--- src/rtl/button_pulse.sv ---
// Button debouncer: 2-flop synchronizer feeding a 4-state FSM that emits
// registered press/release/long-press strobes and a wrapping press counter.
module button_pulse #(
    parameter int cycle      = 250,
    parameter int long_cycle = 1000
) (
    input  logic       clk,
    input  logic       reset,
    input  logic       btn_in,
    output logic       pressed,
    output logic       press_pulse,
    output logic       release_pulse,
    output logic       long_press,
    output logic [7:0] press_count
);

    localparam int DW = $clog2(cycle + 1);
    localparam int HW = $clog2(long_cycle + 1);

    localparam logic [1:0] IDLE         = 2'd0;
    localparam logic [1:0] PRESS_WAIT   = 2'd1;
    localparam logic [1:0] HELD         = 2'd2;
    localparam logic [1:0] RELEASE_WAIT = 2'd3;

    // Compare against "last count" so the transition lands on the edge the count reaches cycle.
    localparam logic [DW-1:0] DB_LAST   = DW'(cycle - 1);
    localparam logic [HW-1:0] HOLD_MAX  = HW'(long_cycle);
    localparam logic [HW-1:0] HOLD_LAST = HW'(long_cycle - 1);

    logic          s1, s2;
    logic [1:0]    state;
    logic [DW-1:0] db_cnt;
    logic [HW-1:0] hold_cnt;

    always_ff @(posedge clk) begin
        if (!reset) begin
            s1            <= 1'b0;
            s2            <= 1'b0;
            state         <= IDLE;
            db_cnt        <= '0;
            hold_cnt      <= '0;
            pressed       <= 1'b0;
            press_pulse   <= 1'b0;
            release_pulse <= 1'b0;
            long_press    <= 1'b0;
            press_count   <= 8'd0;
        end else begin
            s1            <= btn_in;
            s2            <= s1;
            press_pulse   <= 1'b0;
            release_pulse <= 1'b0;
            long_press    <= 1'b0;
            case (state)
                IDLE: begin
                    if (s2) begin
                        state  <= PRESS_WAIT;
                        db_cnt <= DW'(1);
                    end
                end
                PRESS_WAIT: begin
                    if (!s2) begin
                        state  <= IDLE;
                        db_cnt <= '0;
                    end else if (db_cnt == DB_LAST) begin
                        state       <= HELD;
                        db_cnt      <= '0;
                        hold_cnt    <= '0;
                        pressed     <= 1'b1;
                        press_pulse <= 1'b1;
                        press_count <= press_count + 8'd1;
                    end else begin
                        db_cnt <= db_cnt + DW'(1);
                    end
                end
                HELD: begin
                    if (s2) begin
                        // Saturate so long_press fires once per press.
                        if (hold_cnt != HOLD_MAX) begin
                            hold_cnt <= hold_cnt + HW'(1);
                            if (hold_cnt == HOLD_LAST)
                                long_press <= 1'b1;
                        end
                    end else begin
                        state  <= RELEASE_WAIT;
                        db_cnt <= DW'(1);
                    end
                end
                RELEASE_WAIT: begin
                    if (s2) begin
                        state  <= HELD;
                        db_cnt <= '0;
                    end else if (db_cnt == DB_LAST) begin
                        state         <= IDLE;
                        db_cnt        <= '0;
                        pressed       <= 1'b0;
                        release_pulse <= 1'b1;
                    end else begin
                        db_cnt <= db_cnt + DW'(1);
                    end
                end
                default: state <= IDLE;
            endcase
        end
    end

endmodule

--- config.mk ---
export PLATFORM = sky130hd
export DESIGN_NAME = button_pulse
export DESIGN_NICKNAME = d
export VERILOG_FILES = /design/src/rtl/button_pulse.sv
export SDC_FILE = /design/constraint.sdc
export NUM_CORES = 1
export LEC_CHECK = 0
export CAP_MARGIN = 10
export CORE_ASPECT_RATIO = 0.8
export CORE_UTILIZATION = 57
export CTS_CLUSTER_SIZE = 12
export DETAILED_ROUTE_END_ITERATION = 7
export GPL_TIMING_DRIVEN = 0
export PLACE_DENSITY = 0.76
export SLEW_MARGIN = 20
export SYNTH_ARGS = -nofsm -noshare
export SYNTH_HDL_FRONTEND = slang
export SYNTH_SLANG_ARGS = --single-unit
--- constraint.sdc ---
create_clock -name clk -period 2.8 [get_ports clk]
set_input_delay 0.56 -clock clk [delete_from_list [all_inputs] [get_ports clk]]
set_output_delay 0.56 -clock clk [all_outputs]
set_load 0.02 [all_outputs]
* Word-level counts from Yosys, hierarchy flattened *
Index checks and enable logic that the tools add are counted.

word-level totals
  bits in registers = 34
  input port bits = 3
  output and inout port bits = 12

cells by class
  add/sub/neg operators = 3
  eq/ne operators = 16
  multiplexer cells = 25
  bitwise gates (word level) = 2
  reduce and logical (&&, ||, !) cells = 11

operators with widths
  cell                                            count
  2-to-1 mux 10 bit                               4
  2-to-1 mux 8 bit                                5
  case mux 8 bit (4 select lines)                 1
  case mux 10 bit (2 select lines)                1
  adder 8 x 1 -> 8 bit (second input constant)    2
  != test 2 bit (second input constant)           8
  2-to-1 mux 2 bit                                6
  adder 10 x 1 -> 10 bit (second input constant)  1
  == test 10 bit (second input constant)          1
  != test 10 bit (second input constant)          1
  AND reduction 5 bit                             2
  == test 8 bit (second input constant)           1
  case mux 2 bit (4 select lines)                 1
  AND reduction 4 bit                             2
  2-to-1 mux 1 bit                                6
  != test 3 bit (second input constant)           2
  AND reduction 3 bit                             2
  == test 2 bit (second input constant)           2
  nonzero test 2 bit                              2
  OR reduction 3 bit                              1
  == test 2 x 1 -> 1 bit (second input constant)  1
  logical NOT 2 bit                               1
  NOT 1 bit                                       2
  case mux 1 bit (2 select lines)                 1
  AND reduction 2 bit                             1

* Depth between registers and ports, before layout *
Gate-level depths: netlist of the first run.

  depth after elaboration = 4
  gate-level depth with buffers = 8
  mapped depth without buffers = 6

* Worst setup path after synthesis of the first run *
No wires, ideal clock.

  kind = register to register
  start point = reg db_cnt[1]
  end point = reg hold_cnt[2]
  setup time = 130 ps
  arrival = 1544 ps
  path slack = 1125 ps
  stages on the path, launching flop included = 8
  clock period less this slack = 1675 ps
  cell sequence = dfxtp_1 inv_1 ha_1 and3b_1 buf_6 a311oi_4 nor4b_1 mux2i_1

between the ends
  cells in the longest elaborated chain, start to end = 3

RTL lines
  element                        RTL line  text
  from (decl)                    32        logic [DW-1:0] db_cnt;
  from (signal assigned)         72        db_cnt <= db_cnt + DW'(1);
  from (signal assigned)         98        db_cnt <= db_cnt + DW'(1);
  == test 8 bit                  64        end else if (db_cnt == DB_LAST) begin
  != test 2 bit (no line)        -
  AND reduction 5 bit (no line)  -
  to (signal assigned)           79        hold_cnt <= hold_cnt + HW'(1);
  to (decl)                      33        logic [HW-1:0] hold_cnt;

Every way passes these cells.
A chain may end at the register's enable or synchronous reset.

==> out/metrics.yaml, run 1 <==
hold_viol: 0
grt_pass1_vias: 1300
numClockSinks: 34
routed_wl_mm: 3.69
dieArea_um2: 3420
cts.reportedPaths.clkPinSlew_ns: 0.07
nets: 227
die_height_um: 52.5
dp_hpwl_mm: 2.59
critPathBufInv: 3
cts_inserted_buffers: 5
setup_viol: 0
synth_ff_type: "dfxtp_1"
cpPeakStageDelay_ns: 0.51
fp.coreArea_um2: 2890
slew_headroom_pct: 57.5
ctsResizeCount: 0
gp_congestion: 0.784
total_power_uw: 959
grt_max_degree: 11
antenna_found_initial: 0
clock-skew-final_ns: 0.00516
powerDensity_nw_per_um2: 454
critPathMaxFanout: 10
final_cell_area_um2: 2110
start_util_pct: 62.8
wl_per_cell_um: 14.3
worstSetupEndpointType: "register"
fin_util_pct: 73.1
tns_ns: 0
routed_via_density: 5.86
clk_latency_ns: 0.28
layout_min_cycle_time_ns: 2.05
via_count: 1511
grt_pass1_wl_mm: 5.94
drc_errors: 0
io_buffers: 14
ys_ff_latch: 34
leakagePower_uw: 0.000793
drv_cap: 0
ys_warn_count: 0
synth_cell_type_count: 45
slew_violations: 0
diodes: 0
syn-num-nets: 206
cp_data_required_time_ns: 3.02
mostFrequentLayoutCell: "dfxtp_1"
fin_crit_sh_pct: 73.2
ios: 15
critPathSlowestCell: "clkdlybuf4s50_1"
areaGrowthSynthToFinish_pct: 16.4
outcome: "finished clean"
synth_edf_count: 0
final_cell_mix: "dfxtp_1 (34), nand2_1 (22), clkdlybuf4s50_1 (14), nand3_1 (12), mux2i_1 (12)"
h-tree-depth: 2
grt_usage_pct: 23.6
synth_area_um2: 1820
ant_nets: 0
dieWidth_um: 65.1
ir_drop_mv: 0.259
ys_async_sr_fraction_pct: 0
drive_gt1_share_pct: 11.8
std_cell_rows: 17
critPathTopFamily: "buffers and inverters"
dpl-instance-area_um2: 2000
timing_worst_slew_pin_value_ns: 0.635
ys_seq_area_share_pct: 37.5
cts_hold_buffers: 0
min_path_type: "register to register"
synth_area_per_cell_um2: 9.17
crit_type: "input port to register"
clock_path_buffers: 2
fmax_ghz: 0.488
rsz0062_at_grt: "no"
worst-endpoint-arrival_ns: 2.26
cts_setup_buffers: 0
crit_chain: "clkdlybuf4s50_1, clkinv_1, a31oi_2, buf_2, nand2_1, mux2i_1"
cts_root_buffer: "clkbuf_8"
synth_cells: 198
cts_tree: "done"
drtIter0Drc: 123
fill_cells: 208
cp-start-kind: "input port"
dr.pass1.iters: 4
grt_overflow: 0
## Yosys cell counts (all sizes together) (3+ instances only)
cell	count	area, um2
a31oi	3	25.0
and2	5	31.3
and3	5	31.3
buf	7	50.1
dfxtp	34	681
ha	5	62.6
inv	6	22.5
mux2i	12	120
nand2	22	82.6
nand2b	10	62.6
nand3	12	60.1
nand3b	3	22.5
nand4	4	31.3
nor2	11	41.3
nor3	5	30.0
nor4	9	62.6
o211a	4	40.0
o211ai	5	37.5
o221a	3	33.8
xnor2	3	26.3
xor2	3	33.8
## layer usage
metal	part of all wire [%]	track usage [%]
met5	0	0
met4	0.84	7.97
met3	4.8	7.83
met2	46	37.7
met1	48	30.0
## power breakdown
part	switching, uW	internal [uW]	total, uW	leakage, uW
combinational	28.2	18.0	46.2	0.000461
sequential	3.64	488	492	0.000275
clock	172	248	421	0.0000575
## registers in the layout (all words and copies together) (netlist names), named ones only
| register | count |
|---|---|
| press_pulse | 1 |
| hold_cnt | 10 |
| pressed | 1 |
| s2 | 1 |
| state | 1 |
| press_count | 8 |
| s1 | 1 |
| long_press | 1 |
| release_pulse | 1 |
| db_cnt | 8 |
## per-stage QoR
step | std cells | worst slack (ns) | hold slack, ns
2_1_floorplan | 198 | 1.13 | 0.412
3_3_place_gp | 250 | 0.503 | 0.421
3_5_place_dp | 250 | 0.465 | 0.430
4_1_cts | 258 | 0.740 | 0.446
5_1_grt | 258 | 0.569 | 0.451
6_report | 258 | 0.751 | 0.439
## final cells by class
class	instances	area, um2	area share [%]
Buffer	9	57.6	2.72
Timing Repair Buffer	14	140	6.63
Inverter	7	26.3	1.24
Clock buffer	8	110	5.21
Sequential cell	34	681	32.2
Multi-Input combinational cell	148	1050	49.7
Tap cell	38	47.5	2.25
## cell families (layout without fill, tap and decap cells)
logic type	Yosys count	count (layout)	synth area share (%)
fa+ha+maj	5	5	3.45
buf+inv	16	38	4.62
flops	34	34	37.5
xor+xnor	6	6	3.31
simple gates	101	101	31.8
mux	12	12	6.62
compound gates	24	24	12.7
## worst paths after layout
check / startpoint / endpoint / slack [ns] / cells after the start
min: s1 / s2 / 0.44 / 1
max: reset / hold_cnt[4] / 0.75 / 6
max reg2reg: db_cnt[1] / hold_cnt[4] / 0.93 / 8
min reg2reg: s1 / s2 / 0.44 / 1
No activity file was read; power rests on OpenSTA's default activity.
==> run 2: changes to the inputs <==
- CORE_UTILIZATION: 57 -> 51
- PLACE_DENSITY: 0.76 -> 0.71
- clock period: 2.8 -> 1.8 ns (I/O delays scaled with it)
==> out/metrics.yaml, run 2 (synthesis results as in run 1) <==
drv_cap: 0  # unchanged
grt_usage_pct: 22.9  # -0.71 points
final_cell_area_um2: 2330  # +10%
fmax_ghz: 0.564
hold-worst-slack_ns: 0.435  # -0.00355 ns
crit_chain: "buf_2, xor2_1, o211ai_1, buf_4, nor3_1, o211a_1"
crit_type: "register to register"
hold_viol: 0  # unchanged
fin_util_pct: 71.8  # -1.3 points
start_util_pct: 56.0  # -6.8 points
largest_reg_flops: 10  # unchanged
critPathMaxFanout: 10  # unchanged
cts_root_buffer: "clkbuf_8"
grt_overflow: 0  # unchanged
p_sw_share_pct: 20.1  # -1.2 points
setup_viol: 0  # unchanged
reg.largest.list: "hold_cnt (10), db_cnt (8), press_count (8)"
clock_path_buffers: 2  # unchanged
clk_latency_ns: 0.29  # about the same
mostFrequentLayoutCell: "dfxtp_1"
dr.pass1.iters: 5  # +1
fin_crit_sh_pct: 98.4
ant_nets: 0  # unchanged
final_cell_mix: "dfxtp_1 (30), nand2_1 (22), clkdlybuf4s50_1 (14), nand3_1 (12), mux2i_1 (12)"
critPathSlowestCell: "xor2_1"
outcome: "finished clean"
ios: 15  # unchanged
worstSetupEndpointType: "register"
worst-endpoint-arrival_ns: 2.00  # -0.26 ns
largest-register: "hold_cnt"
via_count: 1633  # +8.1%
cts.reportedPaths.clkPinSlew_ns: 0.07  # about the same
cpPeakStageDelay_ns: 0.32  # -0.19 ns
grt_max_degree: 12  # +1
drtIter0Drc: 114  # -7.3%
p_seq_share_pct: 44.1  # -7.2 points
clock-skew-final_ns: 0.00644  # +0.00128 ns
slew_violations: 0  # unchanged
fill_cells: 235  # +13%
io_buffers: 14  # unchanged
drive_gt1_share_pct: 21.9  # +10 points
h-tree-depth: 2  # unchanged
numClockSinks: 34  # unchanged
cp-start-kind: "register"
areaGrowthSynthToFinish_pct: 28.3
std_cell_rows: 18  # +1
routed_wl_mm: 4.18  # +13%
grt_pass1_vias: 1459  # +12%
layout_setup_ws_ns: 0.0282  # -0.723 ns
clkPwrFrac_pct: 50.8  # +6.9 points
wl_per_cell_um: 15.6  # +9.1%
dpl-instance-area_um2: 2010  # +0.12%
dp_hpwl_mm: 2.71  # +4.9%
diodes: 0  # unchanged
dieArea_um2: 3800  # +11%
cts_tree: "done"
slew_headroom_pct: 54.4  # -3.1 points
layout_min_cycle_time_ns: 1.77
power_switching_uw: 348  # +70%
nets: 235  # +3.5%
ir_drop_mv: 0.502  # +93%
die_height_um: 55.4  # +5.5%
timing_worst_slew_pin_value_ns: 0.683  # +0.0482 ns
leakagePower_uw: 0.000856  # +7.9%
cp_data_required_time_ns: 2.03  # -0.99 ns
gp_congestion: 0.804  # +2.5%
fp.coreArea_um2: 3240  # +12%
combPwrFrac_pct: 5.1  # +0.3 points
cts_hold_buffers: 0  # unchanged
powerDensity_nw_per_um2: 744  # +64%
dp_slack_ns: -0.335  # -0.800 ns
dieWidth_um: 68.7  # +5.5%
drc_errors: 0  # unchanged
cts_inserted_buffers: 5  # unchanged
total_power_uw: 1730  # +81%
min_path_type: "register to register"
antenna_found_initial: 0  # unchanged
routed_via_density: 6.09  # +4.0%
grt_pass1_wl_mm: 6.64  # +12%
p_int_uw: 1390  # +84%
-- run 2: critical path: cells and delay by family, from the launching register on --
| family | cells | cell delay [ns] |
|---|---|---|
| AOI/OAI and AO/OA | 2 | 0.37 |
| buffers and inverters | 2 | 0.47 |
| xor gates and xnor gates | 1 | 0.32 |
| and+or+nand+nor | 1 | 0.25 |
| DFF | 1 | 0.30 |
-- run 2: layout make-up --
class | instances | area [um2] | share of cell area [%]
Timing Repair Buffer | 22 | 208 | 8.92
Inverter | 7 | 30.0 | 1.29
Clock inverter | 2 | 60.1 | 2.58
Multi-Input combinational cell | 148 | 1150 | 49.2
Buffer | 9 | 63.8 | 2.74
Sequential cell | 34 | 688 | 29.6
Tap cell | 40 | 50.0 | 2.15
Clock buffer | 6 | 82.6 | 3.55
-- run 2: path summary, 6_finish.rpt --
path	endpoint	depth (start not counted)	slack [ns]	startpoint
max reg2reg	db_cnt[7]	6	0.03	s2
max	db_cnt[7]	6	0.03	s2
min reg2reg	s2	1	0.44	s1
min	s2	1	0.44	s1
-- run 2: repair_timing --
item	4_1_cts	5_1_grt
pin swaps	3	4
endpoints found under the setup margin	16	16
gates cloned	0	1
resized for setup	9	19
buffers inserted	2	5
-- run 2: per-layer routing --
layer / global-route usage [%] / vias to the layer above / wire (um)
met5: 0 / - / 0
met4: 7.00 / 0 / 37
met3: 5.58 / 7 / 226
met2: 34.0 / 47 / 1960
met1: 32.3 / 795 / 1960
li1: - / 784 / -
-- run 2: per-stage QoR --
stage / setup TNS [ns] / instances
finish: 0 / 268
global placement: -3.14 / 252
detailed placement: -3.39 / 252
CTS: -0.00701 / 262
global route: -0.0594 / 268
floorplan: 0 / 198
-- run 2: power groups by stage --
stage | Combinational (uW) | Clock, uW | Sequential [uW]
2_1_floorplan | 43.4 | 0 | 786
3_3_place_gp | 69.9 | 0 | 782
3_5_place_dp | 70.8 | 0 | 782
4_1_cts | 75.5 | 891 | 765
5_1_grt | 94.4 | 922 | 764
6_report | 88.3 | 881 | 764
==> run 3: changes to the inputs <==
- CORE_UTILIZATION: 51 -> 39
- PLACE_DENSITY: 0.71 -> 0.57
==> out/metrics.yaml, run 3 (synthesis results as in run 1) <==
timing_worst_slew_pin_value_ns: 0.769  # +0.0857 ns
r2r-end: "hold_cnt[5]"
tns_ns: 0  # unchanged
fill_cells: 408  # +74%
clk_latency_ns: 0.27  # -0.02 ns
grt_usage_pct: 17.4  # -5.5 points
layout_min_cycle_time_ns: 1.76  # -0.0128 ns
multi_input_area_um2: 1160  # +1.5%
start_util_pct: 41.9  # -14 points
ios: 15  # unchanged
ir_drop_mv: 0.283  # -44%
fmax_ghz: 0.568  # +0.73%
drv_cap: 0  # unchanged
areaGrowthSynthToFinish_pct: 27.8
routed_via_density: 5.53  # -9.2%
dp.cells: 269  # +6.7%
drc_errors: 0  # unchanged
dp_hpwl_mm: 2.78  # +2.5%
fin_crit_sh_pct: 97.7  # -0.71 points
dieArea_um2: 4930  # +30%
gp_congestion: 0.792  # -1.4%
critPathMaxFanout: 5  # -5
mostFrequentLayoutCell: "dfxtp_1"
diodes: 0  # unchanged
final_cell_mix: "dfxtp_1 (29), nand2_1 (22), clkdlybuf4s50_1 (14), nand3_1 (12), mux2i_1 (12)"
clock_path_buffers: 2  # unchanged
min_path_type: "register to register"
ant_nets: 0  # unchanged
stdcell_count: 284  # +6.0%
via_count: 1571  # -3.8%
rsz0062_at_grt: "yes"
largest-register: "hold_cnt"
fin_util_pct: 53.5  # -18 points
leakagePower_uw: 0.000831  # -2.9%
setup_viol: 0  # unchanged
crit_type: "register to register"
die_height_um: 63.0  # +14%
grt_max_degree: 11  # -1
largest_reg_flops: 10  # unchanged
std_cell_rows: 21  # +3
dr.pass1.iters: 4  # -1
nets: 235  # unchanged
cts_inserted_buffers: 5  # unchanged
slew_violations: 0  # unchanged
cp-start-kind: "register"
h-tree-depth: 2  # unchanged
cts_tree: "done"
outcome: "finished clean"
final-seq-area_um2: 689  # +0.18%
endpoint: "hold_cnt[5]"
reg.largest.list: "hold_cnt (10), db_cnt (8), press_count (8)"
r2r_cells: 8  # +2
worstSetupEndpointType: "register"
worst-endpoint-arrival_ns: 1.91  # -0.09 ns
drtIter0Drc: 78  # -32%
dpl-instance-area_um2: 2030  # +1.1%
hold_viol: 0  # unchanged
powerDensity_nw_per_um2: 595  # -20%
fp.coreArea_um2: 4340  # +34%
grt_pass1_wl_mm: 6.67  # +0.53%
cts_root_buffer: "clkbuf_8"
final_cell_area_um2: 2320  # -0.38%
worstReg2RegStart: "db_cnt[1]"
clock-skew-final_ns: 0.00476  # -0.00167 ns
crit_start: "db_cnt[1]"
dieWidth_um: 78.3  # +14%
grt_pass1_vias: 1419  # -2.7%
drive_gt1_share_pct: 21.1  # -0.78 points
grt_overflow: 0  # unchanged
hold-worst-slack_ns: 0.441  # +0.00577 ns
cp_data_required_time_ns: 1.96  # -0.07 ns
cts.reportedPaths.clkPinSlew_ns: 0.07  # about the same
slew_headroom_pct: 48.7  # -5.7 points
routed_wl_mm: 4.15  # -0.74%
reg2reg_slack_ns: 0.04  # about the same
wl_per_cell_um: 14.6  # -6.3%
io_buffers: 14  # unchanged
numClockSinks: 34  # unchanged
antenna_found_initial: 0  # unchanged
## run 3: cell types whose count changed in the layout (fill, tap and decap cells not counted), sizes merged
cell / change
clkinv: +1
clkbuf: +2
clkinvlp: -1
bufinv: -2
buf: -1
## run 3: metal layers
metal | track usage (%) | part of all wire [%]
met5 | 0 | 0
met3 | 3.94 | 1.9
met4 | 6.48 | 1.2
met1 | 24.0 | 53
met2 | 26.2 | 44
## run 3: repair_timing
item	in CTS	in global routing
cloned	0	2
pin swaps	2	3
resized for setup	5	24
hold buffers	0	0
endpoints found under the hold margin	0	0
setup buffers	2	4
setup endpoints to repair	17	15
## run 3: how the worst min path moves through the flow
stage | cells after the start | to | startpoint
after floorplan | 1 | s2 | s1
after global placement | 1 | s2 | s1
after detailed placement | 1 | s2 | s1
after CTS | 1 | s2 | s1
after global routing | 1 | s2 | s1
final | 1 | s2 | s1
## run 3: power breakdown
part	leakage, uW	internal, uW	switching, uW
clock	0.0000383	266	257
combinational	0.000515	38.5	53.4
sequential	0.000277	759	5.58
## run 3: critical path, stage by stage, from the launching register on
cell,delay [ns]
dfxtp_2,0.34
inv_2,0.05
ha_4,0.15
and3b_1,0.18
buf_6,0.13
a311oi_4,0.37
clkbuf_16,0.23
nor4_2,0.05
mux2i_1,0.15
## run 3: layout make-up
type                       instances  area share [%]
buffer                             9            2.75
clock buffer                       7            3.29
inverter                           7            1.19
multi-input combinational        148            50.2
sequential                        34            29.7
tap                               57            3.07
timing repair buffer              22            9.82
## run 3: per-stage QoR
stage,power [uW],worst slack (ns)
2_1_floorplan,829,0.125
3_3_place_gp,854,-0.343
3_5_place_dp,856,-0.431
4_1_cts,1380,0.00126
5_1_grt,1440,-0.0286
6_report,1380,0.0410
